File: src/rtl/uart_tx_arbiter_pkg.sv
// Shared state encoding, header field layout and sizing helper for the UART
// transmit arbiter and its round-robin picker.
package uart_tx_arbiter_pkg;

   typedef enum logic [1:0] {
      ST_IDLE   = 2'd0,
      ST_HEADER = 2'd1,
      ST_DATA   = 2'd2
   } arb_state_e;

   // Header byte layout: {zeros, source id, length field}, length in the LSBs.
   localparam int HDR_LEN_LSB = 0;

   function automatic int hdr_id_lsb(input int len_width);
      return HDR_LEN_LSB + len_width;
   endfunction

   function automatic int clog2(input int value);
      int r;
      r = 0;
      while ((1 << r) < value) r = r + 1;
      return r;
   endfunction

endpackage

File: src/rtl/rr_priority_select.sv
// Combinational round-robin picker: lowest requesting index at or after ptr
// wins, wrapping around; reports the winner as one-hot and as an index.
module rr_priority_select #(
   parameter int N  = 4,
   parameter int IW = 2
) (
   input  logic [N-1:0]  req,
   input  logic [IW-1:0] ptr,
   output logic [N-1:0]  onehot,
   output logic [IW-1:0] idx,
   output logic          valid
);

   always_comb begin
      onehot = '0;
      idx    = '0;
      valid  = 1'b0;
      // Wrapped region first, then the region at/after ptr overrides it.
      for (int i = N - 1; i >= 0; i--) begin
         if (req[i] && (i < int'(ptr))) begin
            onehot    = '0;
            onehot[i] = 1'b1;
            idx       = IW'(i);
            valid     = 1'b1;
         end
      end
      for (int i = N - 1; i >= 0; i--) begin
         if (req[i] && (i >= int'(ptr))) begin
            onehot    = '0;
            onehot[i] = 1'b1;
            idx       = IW'(i);
            valid     = 1'b1;
         end
      end
   end

endmodule

File: src/rtl/uart_tx_arbiter.sv
// Round-robin, message-locked arbiter sharing one UART transmit port.
// Define UART_ARB_HEADER_EN to prefix every message with an {id, len} header byte.
module uart_tx_arbiter
   import uart_tx_arbiter_pkg::*;
#(
   parameter int NUM_REQ   = 4,
   parameter int WIDTH     = 8,
   parameter int LEN_WIDTH = 4
) (
   input  logic                         clk,
   input  logic                         rst_n,
   input  logic [NUM_REQ-1:0]           req_valid,
   input  logic [NUM_REQ*LEN_WIDTH-1:0] req_len,
   input  logic [NUM_REQ*WIDTH-1:0]     req_data,
   output logic [NUM_REQ-1:0]           req_ready,
   output logic [WIDTH-1:0]             uart_data,
   output logic                         uart_valid,
   input  logic                         uart_ready,
   output logic [NUM_REQ-1:0]           grant,
   output logic                         busy
);

   localparam int IDX_W = clog2(NUM_REQ);

   arb_state_e           state_reg, state_next;
   logic [LEN_WIDTH-1:0] count_reg, count_next;
   logic [IDX_W-1:0]     idx_reg, idx_next;
   logic [IDX_W-1:0]     ptr_reg, ptr_next;
   logic [NUM_REQ-1:0]   grant_reg, grant_next;

   logic [NUM_REQ-1:0]   pick_onehot;
   logic [IDX_W-1:0]     pick_idx;
   logic                 pick_valid;
   logic                 data_hs;

   logic [WIDTH-1:0]     data_arr [NUM_REQ];
   logic [LEN_WIDTH-1:0] len_arr  [NUM_REQ];

   genvar gi;
   generate
      for (gi = 0; gi < NUM_REQ; gi++) begin : g_req
         assign data_arr[gi]  = req_data[gi*WIDTH +: WIDTH];
         assign len_arr[gi]   = req_len[gi*LEN_WIDTH +: LEN_WIDTH];
         assign req_ready[gi] = (state_reg == ST_DATA) & grant_reg[gi] & uart_ready;
      end
   endgenerate

   rr_priority_select #(
      .N  (NUM_REQ),
      .IW (IDX_W)
   ) u_pick (
      .req    (req_valid),
      .ptr    (ptr_reg),
      .onehot (pick_onehot),
      .idx    (pick_idx),
      .valid  (pick_valid)
   );

`ifdef UART_ARB_HEADER_EN
   logic [WIDTH-1:0] header_word;

   if (IDX_W + LEN_WIDTH > WIDTH) begin : g_hdr_check
      $error("uart_tx_arbiter: id and length fields do not fit in one UART word");
   end

   always_comb begin
      header_word = '0;
      header_word[HDR_LEN_LSB +: LEN_WIDTH]       = count_reg;
      header_word[hdr_id_lsb(LEN_WIDTH) +: IDX_W] = idx_reg;
   end
`endif

   assign data_hs = (state_reg == ST_DATA) & req_valid[idx_reg] & uart_ready;

   always_ff @(posedge clk or negedge rst_n) begin
      if (!rst_n) begin
         state_reg <= ST_IDLE;
         count_reg <= '0;
         idx_reg   <= '0;
         ptr_reg   <= '0;
         grant_reg <= '0;
      end else begin
         state_reg <= state_next;
         count_reg <= count_next;
         idx_reg   <= idx_next;
         ptr_reg   <= ptr_next;
         grant_reg <= grant_next;
      end
   end

   always_comb begin
      state_next = state_reg;
      count_next = count_reg;
      idx_next   = idx_reg;
      ptr_next   = ptr_reg;
      grant_next = grant_reg;
      case (state_reg)
         ST_IDLE: begin
            if (pick_valid) begin
               count_next = len_arr[pick_idx];
               idx_next   = pick_idx;
               grant_next = pick_onehot;
`ifdef UART_ARB_HEADER_EN
               state_next = ST_HEADER;
`else
               state_next = ST_DATA;
`endif
            end
         end
`ifdef UART_ARB_HEADER_EN
         ST_HEADER: begin
            if (uart_ready) state_next = ST_DATA;
         end
`endif
         ST_DATA: begin
            if (data_hs) begin
               // count holds bytes remaining after this one; zero means last byte.
               if (count_reg == '0) begin
                  state_next = ST_IDLE;
                  grant_next = '0;
                  ptr_next   = (idx_reg == IDX_W'(NUM_REQ - 1)) ? '0 : idx_reg + 1'b1;
               end else begin
                  count_next = count_reg - 1'b1;
               end
            end
         end
         default: state_next = ST_IDLE;
      endcase
   end

   always_comb begin
      uart_data  = '0;
      uart_valid = 1'b0;
      case (state_reg)
`ifdef UART_ARB_HEADER_EN
         ST_HEADER: begin
            uart_data  = header_word;
            uart_valid = 1'b1;
         end
`endif
         ST_DATA: begin
            uart_data  = data_arr[idx_reg];
            uart_valid = req_valid[idx_reg];
         end
         default: ;
      endcase
   end

   assign grant = grant_reg;
   assign busy  = (state_reg != ST_IDLE);

endmodule

File: config.mk
export PLATFORM = sky130hd
export DESIGN_NAME = uart_tx_arbiter
export DESIGN_NICKNAME = d
export VERILOG_FILES = /design/src/rtl/uart_tx_arbiter_pkg.sv /design/src/rtl/rr_priority_select.sv /design/src/rtl/uart_tx_arbiter.sv
export SDC_FILE = /design/constraint.sdc
export NUM_CORES = 1
export LEC_CHECK = 0
export BUFFER_PORTS_ARGS = -buffer_cell sky130_fd_sc_hd__buf_2
export CORE_ASPECT_RATIO = 1.75
export CORE_MARGIN = 1.5
export CORE_UTILIZATION = 45
export CTS_BUF_LIST = sky130_fd_sc_hd__clkbuf_4 sky130_fd_sc_hd__clkbuf_8
export CTS_CLUSTER_SIZE = 8
export DETAILED_ROUTE_END_ITERATION = 6
export HOLD_SLACK_MARGIN = 0.06
export PLACE_DENSITY = 0.93
export SLEW_MARGIN = 30
export SYNTH_ARGS = -nofsm -noshare
export SYNTH_HDL_FRONTEND = slang
export SYNTH_SLANG_ARGS = --single-unit
export TNS_END_PERCENT = 100
File: constraint.sdc
create_clock -name clk -period 2.3 [get_ports clk]
set_input_delay 0.46 -clock clk [delete_from_list [all_inputs] [get_ports clk]]
set_output_delay 0.46 -clock clk [all_outputs]
set_load 0.02 [all_outputs]
## Yosys cells after proc, flatten, opt, wreduce, memory -nomap -nowiden

Index checks and enable logic that the tools add are counted.

- Add/sub/neg operators: 2
- $mul: 0
- Div/mod/pow operators: 0
- Magnitude comparators: 9
- Equal/unequal tests: 6
- Shift-type cells: 0
- Mux-type cells: 44
- Bitwise operators: 12
- Reduce and logical (&&, ||, !) cells: 15

Operators by type and width:

| operator | number |
|---|---|
| $mux W4 | 14 |
| $mux W8 | 3 |
| $mux W2 | 11 |
| $bmux W8 S2 | 1 |
| $pmux W4 S2 | 2 |
| $and A1 B1 Y1 | 10 |
| $mux W1 | 9 |
| $bmux W4 S2 | 1 |
| $reduce_and A4 Y1 | 2 |
| $ge A3 B3 Y1 const B | 2 |
| $logic_and A1 B1 Y1 | 6 |
| $ne A2 B2 Y1 const B | 3 |
| $not A2 Y3 | 2 |
| $reduce_and A3 Y1 | 2 |
| $eq A2 B2 Y1 const B | 2 |
| $ge A1 B2 Y1 const A | 2 |
| $logic_not A4 Y1 | 1 |
| $lt A1 B2 Y1 const A | 2 |
| $pmux W2 S2 | 1 |
| $reduce_bool A2 Y1 | 2 |
| $sub A4 B1 Y4 const B | 1 |
| $lt A2 B3 Y1 const B | 1 |
| $mux W3 | 1 |
| $add A2 B1 Y2 const B | 1 |
| other kinds (6) | 6 |

- Register bits after elaboration: 14
- Bits in latches: 0
- Memory bits (writable): 0
- ROM bits: 0
- Bits of input ports: 55
- Output and inout port bits: 18
- Logic and storage cells: 93
- Memories: 0

## Logic depth before layout (Yosys ltp)

- Word-level depth: 15
- Depth in mapped cells: 8
- Mapped depth without buffers: 7

## By module

Synthesis repeated with hierarchy kept, for this count alone.

- Cells, all modules: 137
- Area total of the unflattened synthesis: 1343.8 µm²

By module, submodules not included:

| module | times used | cells an instance | area each (µm²) | seq. area each (µm²) |
|---|---|---|---|---|
| uart_tx_arbiter | 1 | 105 | 1143.6 | 325.3 |
| rr_priority_select | 1 | 32 | 200.2 | 0.0 |

## Worst setup path before layout

No wires, ideal clock.

- Path type: reg-to-output
- Start point: register idx_reg[0]
- End point: output uart_data[0]
- Arrival: 1.628 ns
- Required time: 1.840 ns
- Path slack: 0.212 ns
- Stages on the path, launching flop included: 4
- Path buffers: 1
- Path through: dfrtp_1 buf_1 mux4_2 and2_1

- Word-level cells in the longest chain between the ends: 5

RTL lines:

| element | line | source |
|---|---|---|
| start, declared | uart_tx_arbiter.sv:27 | `logic [IDX_W-1:0] idx_reg, idx_next;` |
| start signal, assigned | uart_tx_arbiter.sv:85 | `idx_reg <= idx_next;` |
| $not A2 Y3 (not written as such) | uart_tx_arbiter.sv:142 | `uart_data = data_arr[idx_reg];` |
| $bmux W8 S2 | uart_tx_arbiter.sv:142 |  |
| $mux W8 (not written as such) (2 in a row) | uart_tx_arbiter.sv:142 |  |
| $mux W8 | uart_tx_arbiter.sv:134 | `case (state_reg)` |
| end, declared | uart_tx_arbiter.sv:16 | `output logic [WIDTH-1:0] uart_data,` |

No other way between the ends. The select of a mux whose other input is x is not followed.

## Worst setup path in the final report

- Start point: register idx_reg[0]
- End point: output uart_data[4]

Same word-level chain as after synthesis.

==> results by group <==
Clock network
  – TritonCTS Buffers: 3
  – Sink Count: 13
  – Post-CTS Hold Fix Bufs: 0
  – TritonCTS clock tree: yes
  – Reg clk slew, reported paths: 0.06 ns
  – Post-CTS setup buffer count: 0
  – CTS root buffer: clkbuf_8
  – CTS H-tree depth: 1
  – CTS Buffer Depth: 2
  – PostCTS Resize Cnt: 0
  – Worst skew pair latency: 0.26 ns

Synthesis
  – Seq cells post-synth: 13
  – Post-synth top area share: 0.270
  – Largest family of logic cells by synthesized area: multiplexers
  – Compound-gate portion of the synthesized area: 0.176
  – Leading area contributor after synthesis: dfrtp_1
  – YS warnings: 0
  – Synth Flop Type: dfrtp_1
  – Simple-gate area share of the yosys netlist: 0.198
  – Synthesized cell area: 0.00121 mm2
  – Adder-cell share of the synthesized area: 0.0207
  – Top post-synthesis cells by area: dfrtp_1 (27%), mux4_2 (17%), mux2i_1 (6.6%), and2_1 (4.7%), mux2_2 (4.7%)
  – Synth async-reset ratio: 1.00
  – Syn nets: 179
  – Mapped Cells: 122
  – Synth cell types: 38
  – EDFF count, synth: 0
  – Syn_area_per_cell: 9.89 um2
  – Post-synthesis mux area share: 0.281
  – Xor/xnor share of the synthesized area: 0
  – Seq/Total Area, Yosys: 0.270

Worst setup path
  – Worst flop-to-flop path startpoint: count_reg[0]$_DFFE_PN0P_
  – CP endpoint kind: primary output
  – Worst Path Arrival: 1.74 ns
  – Crit path required time: 1.84 ns
  – R2r worst-path depth: 7
  – R2R setup slack: 0.34 ns
  – Startpoint class of the critical path: flop
  – Maximum net fanout on the critical path: 8
  – RR Endpoint: count_reg[1]$_DFFE_PN0P_
  – Crit Path Category: reg2out

Pwr
  – Internal Power: 1.05 mW
  – Pwr/cell area: 1110 mW/mm2
  – Combinational power share: 0.635
  – Switch share: 0.434
  – Flop pwr share: 0.242
  – Max VDD drop: 0.000662 V
  – Switching power: 800 uW
  – Total chip power: 1.85 mW
  – Clock Power Share: 0.123
  – P_leak: 0.836 nW

Global routing
  – Pin count of the biggest net entering global routing: 14
  – Global route overflow: 0
  – Vias in the first global route: 1305
  – Overall routing resource usage: 0.233
  – Initial antenna violation count: 0
  – First-pass GRT wire length: 5.44 mm

Die
  – Height of the die: 71.5 um
  – Initial core utilization: 0.478
  – Row count: 24
  – Die Width: 42.1 um
  – Core area: 0.00252 mm2
  – Die area: 0.00301 mm2
  – Top-Level Pins: 73

Place
  – PortBufs: 72
  – Placed Instance Area: 0.00161 mm2
  – DP HPWL: 2.75 mm
  – DP Worst Slack: 0.268 ns
  – Routability cong.: 0.896

Routing
  – Initial DRC count: 37
  – Wire per inst: 15.0 um
  – Vias: 1299
  – # DRC: 0
  – DRT antenna net count: 0
  – Wire length on met3: 348 um
  – DR pass1 iterations: 4
  – Routed wl met2: 1.89 mm
  – Wire length on met1: 1.05 mm
  – Uppermost layer routed: met4
  – Via-to-Cell Ratio: 5.85
  – Routed wire length: 3.33 mm

STA
  – Final Critical Period: 2.20 ns
  – Max-slew violations: 0
  – Fin Clk Skew: 0.00336 ns
  – Fmax achieved: 455 MHz
  – Final Cycle Share: 0.955
  – RSZ-0062 raised after global routing: no
  – Final Worst Setup Slack: 0.104 ns
  – Count of final hold-check violations: 0
  – Slew Limit Headroom: 0.594
  – Final TNS setup: 0 ns
  – Setup violators final: 0
  – Slew @ Worst Pin: 0.607 ns

Layout
  – Layout area overhead: 37.2%
  – FILL cells: 213
  – Design Area, Final: 0.00166 mm2
  – Nets@finish: 254
  – Antenna Cells: 0
  – Layout cell share with drive strength beyond 1: 0.515

Outcome
  – Status: completed

Flow run
  – # Max-Cap Violations: 0

Hold path
  – Hold Path Class: in2async
-- layout by cell type (no fill, tap or decap), types with 2 or more instances in the layout --
| master | netlist | final |
|---|---|---|
| a21oi_1 | 7 | 7 |
| a32o_1 | 3 | 3 |
| and2_1 | 9 | 9 |
| and3_1 | 6 | 6 |
| buf_2 | 1 | 72 |
| buf_4 | 2 | 4 |
| clkbuf_8 | 0 | 3 |
| dfrtp_1 | 13 | 13 |
| ha_1 | 2 | 2 |
| inv_1 | 6 | 6 |
| mux2_2 | 5 | 5 |
| mux2i_1 | 8 | 8 |
| mux4_2 | 9 | 9 |
| nand2_1 | 12 | 12 |
| nand2b_1 | 2 | 2 |
| nor2_1 | 8 | 8 |
| nor4_1 | 2 | 2 |
| o21ai_0 | 4 | 4 |
| o21ai_1 | 2 | 2 |
-- worst max-delay path by stage --
stage / from / endpoint / depth (start not counted) / slack, ns
global route: idx_reg[0]$_DFFE_PN0P_ / uart_data[1] / 4 / 0.06
floorplan: idx_reg[0]$_DFFE_PN0P_ / uart_data[0] / 3 / 0.21
global placement: req_valid[1] / count_reg[2]$_DFFE_PN0P_ / 7 / 0.33
CTS: idx_reg[0]$_DFFE_PN0P_ / uart_data[5] / 4 / 0.09
detailed placement: req_valid[1] / count_reg[2]$_DFFE_PN0P_ / 7 / 0.27
finish: idx_reg[0]$_DFFE_PN0P_ / uart_data[4] / 4 / 0.10
-- critical path, stage by stage (launching register included) --
cell     delay, ns
dfrtp_1       0.48
buf_12        0.18
mux4_2        0.49
and2_1        0.17
buf_2         0.15
-- cells in the mapped netlist, types with 2 or more instances --
| cell | count |
|---|---|
| a21oi_1 | 7 |
| a32o_1 | 3 |
| and2_1 | 9 |
| and3_1 | 6 |
| buf_4 | 2 |
| clkbuf_1 | 2 |
| dfrtp_1 | 13 |
| ha_1 | 2 |
| inv_1 | 6 |
| mux2_2 | 5 |
| mux2i_1 | 8 |
| mux4_2 | 9 |
| nand2_1 | 12 |
| nand2b_1 | 2 |
| nor2_1 | 8 |
| nor4_1 | 2 |
| o21ai_0 | 4 |
| o21ai_1 | 2 |
-- metrics by stage --
step / instances / utilization / hold slack [ns]
3_5_place_dp: 218 / 0.637 / 0.358
5_1_grt: 222 / 0.656 / 0.110
3_3_place_gp: 218 / 0.637 / 0.354
2_1_floorplan: 122 / - / 0.164
6_report: 222 / 0.656 / 0.0801
4_1_cts: 222 / 0.656 / 0.0895
-- logic make-up after synthesis --
family,after synthesis
AOI/OAI and AO/OA,27
adders and majority gates,2
buffers and inverters,13
DFF,13
muxes,22
and+or+nand+nor,45
-- power by group through the flow --
| stage | registers [mW] | logic (mW) | clock network (mW) |
|---|---|---|---|
| finish | 0.447 | 1.17 | 0.226 |
| global route | 0.457 | 1.27 | 0.234 |
| CTS | 0.444 | 1.18 | 0.225 |
| detailed placement | 0.447 | 1.18 | 0 |
| global placement | 0.443 | 1.15 | 0 |
| floorplan | 0.430 | 0.834 | 0 |
-- layout make-up --
type                    instances  area [um2]  share of cell area
multi-input cells              96         816               0.493
repair buffers                 77         410               0.248
flip-flops and latches         13         325               0.197
clock buffers                   4        48.8              0.0295
well taps                      26        32.5              0.0197
inverters                       6        22.5              0.0136
-- metal layers --
metal  vias up  global-route usage
met5         -                   0
met3         5              0.0579
met1       593               0.211
met4         0              0.0903
li1        611                   -
met2        90               0.470
(Power assumes the default switching activity.)
